<file path="src/rtl/udm_bus_arb_pkg.sv">
// Shared definitions for the UDM two-master bus arbiter: default widths,
// master ID encoding and a small helper.
package udm_bus_arb_pkg;

  localparam int ADDR_W_DEF = 32;
  localparam int DATA_W_DEF = 32;

  typedef enum logic {
    MST_M0 = 1'b0,
    MST_M1 = 1'b1
  } mst_id_t;

  // The master that is not m; used to hand round-robin priority over.
  function automatic mst_id_t other_mst(input mst_id_t m);
    return (m == MST_M0) ? MST_M1 : MST_M0;
  endfunction

endpackage

</file>
<file path="src/rtl/udm_bus_arb_idfifo.sv">
// 1-bit-wide master-ID FIFO. It remembers which master issued each outstanding
// read, so that read responses can be routed back in slave order.
module udm_bus_arb_idfifo #(
  parameter int DEPTH = 4,
  parameter int CNT_W = $clog2(DEPTH) + 1
) (
  input  logic             clk,
  input  logic             rst,
  input  logic             push,
  input  logic             din,
  input  logic             pop,
  output logic             dout,
  output logic             full,
  output logic             empty,
  output logic [CNT_W-1:0] count
);

  localparam int PTR_W = $clog2(DEPTH);

  logic [DEPTH-1:0] mem;
  logic [PTR_W-1:0] wr_ptr;
  logic [PTR_W-1:0] rd_ptr;

  assign dout  = mem[rd_ptr];
  assign full  = (count == CNT_W'(DEPTH));
  assign empty = (count == '0);

  // Storage array; contents are meaningless while empty, so no reset needed.
  always_ff @(posedge clk) begin
    if (push) mem[wr_ptr] <= din;
  end

  // Pointers and occupancy. DEPTH is a power of 2, so pointers wrap naturally.
  always_ff @(posedge clk or posedge rst) begin
    if (rst) begin
      wr_ptr <= '0;
      rd_ptr <= '0;
      count  <= '0;
    end else begin
      if (push) wr_ptr <= wr_ptr + PTR_W'(1);
      if (pop)  rd_ptr <= rd_ptr + PTR_W'(1);
      case ({push, pop})
        2'b10:   count <= count + CNT_W'(1);
        2'b01:   count <= count - CNT_W'(1);
        default: count <= count;
      endcase
    end
  end

endmodule

</file>
<file path="src/rtl/udm_bus_arb.sv">
// Two-master, one-slave arbiter for the UDM req/ack/resp bus. Round-robin on
// the request phase; read responses are steered back through a master-ID FIFO
// so the slave may keep several reads in flight.
module udm_bus_arb
  import udm_bus_arb_pkg::*;
#(
  parameter int ADDR_W   = ADDR_W_DEF,
  parameter int DATA_W   = DATA_W_DEF,
  parameter int RD_DEPTH = 4
) (
  input  logic                        clk_i,
  input  logic                        rst_i,
  input  logic                        m0_req_i,
  input  logic                        m0_we_i,
  input  logic [ADDR_W-1:0]           m0_addr_bi,
  input  logic [DATA_W/8-1:0]         m0_be_bi,
  input  logic [DATA_W-1:0]           m0_wdata_bi,
  output logic                        m0_ack_o,
  output logic                        m0_resp_o,
  output logic [DATA_W-1:0]           m0_rdata_bo,
  input  logic                        m1_req_i,
  input  logic                        m1_we_i,
  input  logic [ADDR_W-1:0]           m1_addr_bi,
  input  logic [DATA_W/8-1:0]         m1_be_bi,
  input  logic [DATA_W-1:0]           m1_wdata_bi,
  output logic                        m1_ack_o,
  output logic                        m1_resp_o,
  output logic [DATA_W-1:0]           m1_rdata_bo,
  output logic                        s_req_o,
  output logic                        s_we_o,
  output logic [ADDR_W-1:0]           s_addr_bo,
  output logic [DATA_W/8-1:0]         s_be_bo,
  output logic [DATA_W-1:0]           s_wdata_bo,
  input  logic                        s_ack_i,
  input  logic                        s_resp_i,
  input  logic [DATA_W-1:0]           s_rdata_bi,
  output logic [$clog2(RD_DEPTH):0]   rd_pend_bo,
  output logic                        err_o
);

  localparam int CNT_W = $clog2(RD_DEPTH) + 1;

  mst_id_t rr_ptr;
  mst_id_t lock_id;
  logic    lock_vld;
  mst_id_t gnt;
  mst_id_t head;
  logic    gnt_req;
  logic    gnt_we;
  logic    hs;
  logic    push;
  logic    pop;
  logic    fifo_dout;
  logic    fifo_full;
  logic    fifo_empty;

  // Grant selection: a request already presented to the slave keeps its grant
  // until acked; otherwise a lone requester wins and a tie goes to rr_ptr.
  always_comb begin
    gnt = MST_M0;
    if (lock_vld && ((lock_id == MST_M1) ? m1_req_i : m0_req_i)) gnt = lock_id;
    else if (m0_req_i && m1_req_i)                                 gnt = rr_ptr;
    else if (m1_req_i)                                             gnt = MST_M1;
  end

  assign gnt_req = (gnt == MST_M1) ? m1_req_i : m0_req_i;
  assign gnt_we  = (gnt == MST_M1) ? m1_we_i  : m0_we_i;

  // Slave-side request and field mux. Reads stall on a full ID FIFO; a
  // same-cycle response is deliberately not used to release the stall.
  always_comb begin
    s_req_o    = 1'b0;
    s_we_o     = 1'b0;
    s_addr_bo  = '0;
    s_be_bo    = '0;
    s_wdata_bo = '0;
    if (!rst_i) begin
      s_req_o    = gnt_req && !(!gnt_we && fifo_full);
      s_we_o     = gnt_we;
      s_addr_bo  = (gnt == MST_M1) ? m1_addr_bi  : m0_addr_bi;
      s_be_bo    = (gnt == MST_M1) ? m1_be_bi    : m0_be_bi;
      s_wdata_bo = (gnt == MST_M1) ? m1_wdata_bi : m0_wdata_bi;
    end
  end

  assign hs       = s_req_o & s_ack_i;
  assign m0_ack_o = hs & (gnt == MST_M0);
  assign m1_ack_o = hs & (gnt == MST_M1);
  assign push     = hs & ~s_we_o;
  assign pop      = ~rst_i & s_resp_i & ~fifo_empty;
  assign head     = mst_id_t'(fifo_dout);

  assign m0_resp_o   = pop & (head == MST_M0);
  assign m1_resp_o   = pop & (head == MST_M1);
  assign m0_rdata_bo = m0_resp_o ? s_rdata_bi : '0;
  assign m1_rdata_bo = m1_resp_o ? s_rdata_bi : '0;

  udm_bus_arb_idfifo #(
    .DEPTH (RD_DEPTH),
    .CNT_W (CNT_W)
  ) u_idfifo (
    .clk   (clk_i),
    .rst   (rst_i),
    .push  (push),
    .din   (gnt),
    .pop   (pop),
    .dout  (fifo_dout),
    .full  (fifo_full),
    .empty (fifo_empty),
    .count (rd_pend_bo)
  );

  // Round-robin pointer, grant lock for un-acked presented requests, and the
  // sticky orphan-response error flag.
  always_ff @(posedge clk_i or posedge rst_i) begin
    if (rst_i) begin
      rr_ptr   <= MST_M0;
      lock_vld <= 1'b0;
      lock_id  <= MST_M0;
      err_o    <= 1'b0;
    end else begin
      if (hs) rr_ptr <= other_mst(gnt);
      lock_vld <= s_req_o & ~s_ack_i;
      lock_id  <= gnt;
      if (s_resp_i && fifo_empty) err_o <= 1'b1;
    end
  end

endmodule

</file>
<file path="config.mk">
export PLATFORM = sky130hd
export DESIGN_NAME = udm_bus_arb
export DESIGN_NICKNAME = d
export VERILOG_FILES = /design/src/rtl/udm_bus_arb_pkg.sv /design/src/rtl/udm_bus_arb_idfifo.sv /design/src/rtl/udm_bus_arb.sv
export SDC_FILE = /design/constraint.sdc
export NUM_CORES = 1
export LEC_CHECK = 0
export BUFFER_PORTS_ARGS = -buffer_cell sky130_fd_sc_hd__buf_2
export CORE_AREA = 2 2 125 127
export DETAILED_ROUTE_END_ITERATION = 10
export DIE_AREA = 0 0 127 129
export MAX_ROUTING_LAYER = met4
export PLACE_DENSITY = 0.45
export SLEW_MARGIN = 20
export SYNTH_ARGS = -nofsm -noshare
export SYNTH_HDL_FRONTEND = slang
export SYNTH_SLANG_ARGS = --single-unit
</file>
<file path="constraint.sdc">
create_clock -name clk_i -period 2.65 [get_ports clk_i]
set_input_delay 0.795 -clock clk_i [delete_from_list [all_inputs] [get_ports clk_i]]
set_output_delay 0.795 -clock clk_i [all_outputs]
set_load 0.005 [all_outputs]
</file>
==> metrics <==
# clock sinks=15; Worst EP arrival=1.88 ns; maximum root-to-sink buffer count=2; Tightest Hold Check Type=reg -> reg; first-pass GRT wire length=15000 um; grt ovf=0; worst-path cell chain=buf_4 > a21boi_4 > buf_12 > buf_12 > mux2i_2 > nor2_1 > buf_2; Worst Setup EP=s_addr_bo[3]; Warnings, synthesis=0; Clock H-tree levels=1; pre-CTS setup slack=-0.133 ns; Worst Path Buf+Inv=4; Synthesized Nets=between 400 and 500; Reg2Reg Setup Slack=0.39 ns; Worst setup EP type=output port; initial antenna violation count=1; sequential element share of the synthesized area=0.173; count of unique library cells instantiated by Yosys=31; hold buffer count at CTS=0; Detail Placement HPWL=9430 um; setup TNS=-0.140 ns; core area=0.0150 mm2; Power Density=439 mW/mm2; Via-to-Cell Ratio=4.10; CP dominant cell by count=buf_12; Fin. Hold Viols=0; Peak VDD IR=0.206 mV; ranking of synthesized cells by area=mux2i_1 31%, dfrtp_1 12%, nor2_1 12%, and2_1 9.3%, and3_1 9.0%; Slew @ Worst Pin=~0.50 ns; Routed Antenna Nets=0; Worst path depth=7; vias in the first global route=3039; Final Cycle Share=1.01; Routability Congestion=approximately 0.72; Reg-to-Reg Start=lock_vld; R2R cell count=11; Post-Syn Area=0.00229 mm2; WHS Path Cells=1; Setup violations, final=16; leakage power=2.86 nW; Peak Freq=374 MHz; Post-synth EDFFs=4; Tmin final=approximately 2.7 ns; CP startpoint=m1_req_i; status=complete, but fails checks; Syn Inst Count=a little under 300; CP top delay family=buffers and inverters; Max Slew Vio Count=0; die width=127 um; FF+latch count, synth=15; Top Ports=318; setup slack after layout=-0.0239 ns; ys flop type=dfrtp_1; critical-path maximum fanout=16; Max-slew headroom=0.664; antenna cells=0; CTS tree=done; DRT Wirelength=11200 um; Layout area overhead=102%; Worst setup SP type=primary input; Initial Util=0.153; cell row count=45; Final #Nets=818; GRT Util Overall=0.119; Routed wire per std cell=13.6 um; RSZ-0062 raised after global routing=true; Worst-path clk slew=approximately 0.050 ns; class of the most critical setup path=in -> out; Clock Skews=0.00230 ns; Worst-Skew Late Latency=0.25 ns; DR pass1 iterations=4; most frequent cells after synthesis=72 x mux2i_1, 72 x nor2_1, 34 x and2_1; CP max stage delay=0.22 ns; cell taking the most area after synthesis=mux2i_1; Avg Inst Size Synth=roughly 7.7 um2; share of layout cells above drive strength 1=0.608; die footprint=about 0.016 mm2; Synth top area share=0.315; Async SR Flop Fraction=0.733; max-cap violations=0; required time of the critical path=about 1.9 ns; detailed-route DRC error count=0; post-route cell area=0.00462 mm2; DR vias=3373; Post-DP Area=between 0.004 and 0.005 mm2; largest net degree at the start of global routing=50; Iter 0 DRT Violations=46; failing checks=setup timing; die height=129 um; Worst path slowest cell=a21boi_4; cts bufs inserted=3; root buf cell=clkbuf_16; Port-buffer cells=between 300 and 400; Critical R2R Capture=u_idfifo.count[2]
-- cells in the final DEF, fill, tap and decap left out, types with 2 or more instances in the layout --
cell,n
nand2_1,4
buf_12,6
buf_2,309
edfxtp_1,4
xnor2_1,3
buf_6,8
mux2i_1,68
clkbuf_16,5
nor2_1,71
and2_4,6
mux2i_2,4
o31ai_1,2
and3_1,33
and2_1,28
inv_1,10
dfrtp_1,11
buf_4,33
xor2_1,3
ha_1,5
and2_2,4
-- layer usage --
layer | global-route usage | routed length [um] | vias to the layer above
met5 | - | 0 | -
met1 | 0.130 | 4120 | 1481
met3 | 0.0112 | 824 | 8
met2 | 0.232 | 6100 | 208
li1 | - | - | 1676
met4 | 0.0233 | 108 | 0
-- cell families after synthesis --
family                     count (synthesis)  share of synthesized area
and+or+nand+nor                          154                      0.352
DFF                                       15                      0.173
adders and majority gates                  6                     0.0361
xor gates and xnor gates                   6                     0.0230
AOI/OAI and AO/OA                          7                     0.0219
buffers and inverters                     35                     0.0634
muxes                                     74                      0.331
-- worst min-delay path by stage --
stage / start / end / slack [ns]
after CTS: err_o / err_o / 0.46
after global routing: err_o / err_o / 0.49
after detailed placement: err_o / err_o / 0.45
after global placement: err_o / err_o / 0.44
final: err_o / err_o / 0.46
after floorplan: err_o / err_o / 0.45
-- state kept, by name (all words and copies together), names as in the netlist --
| signal | flops |
|---|---|
| lock_id | 1 |
| rr_ptr | 1 |
| u_idfifo.mem | 4 |
| err_o | 1 |
| lock_vld | 1 |
| u_idfifo.count | 3 |
| u_idfifo.wr_ptr | 2 |
| u_idfifo.rd_ptr | 2 |
-- what timing repair did --
action,4_1_cts,5_1_grt
resized for setup,9,18
gates cloned,0,3
pin swaps,0,8
endpoints found under the setup margin,111,132
buffers inserted,3,5
-- where the power goes --
group	switching [mW]	internal [mW]
clock	0.0932	0.202
sequential	0.0691	0.316
combinational	0.628	0.722
-- worst reg2reg max path, stage by stage (launching register included) --
cell	delay [ns]
dfrtp_1	0.34
mux2i_1	0.30
mux2i_1	0.26
buf_4	0.16
nor4b_4	0.05
inv_1	0.07
ha_1	0.16
inv_1	0.05
fa_1	0.37
xor2_1	0.15
nor2_1	0.12
xor2_1	0.16
-- layout make-up --
cell class                 instances  area (um2)
clock buffer                       3        75.1
timing repair buffer             359        2070
multi-input combinational        247        1810
tap                              188         235
clock inverter                     1        5.00
inverter                          10        37.5
sequential                        15         395
fill                            1593       10400
-- stage by stage --
step / cells / total power [mW] / hold slack, ns / utilization
final: 823 / 2.03 / 0.461 / 0.309
after global routing: 823 / 2.21 / 0.495 / 0.309
after CTS: 815 / 1.96 / 0.461 / 0.297
after detailed placement: 808 / 1.64 / 0.449 / 0.288
after global placement: 808 / 1.61 / 0.444 / 0.288
after floorplan: 297 / 1.02 / 0.451 / -
(Power assumes the default switching activity.)
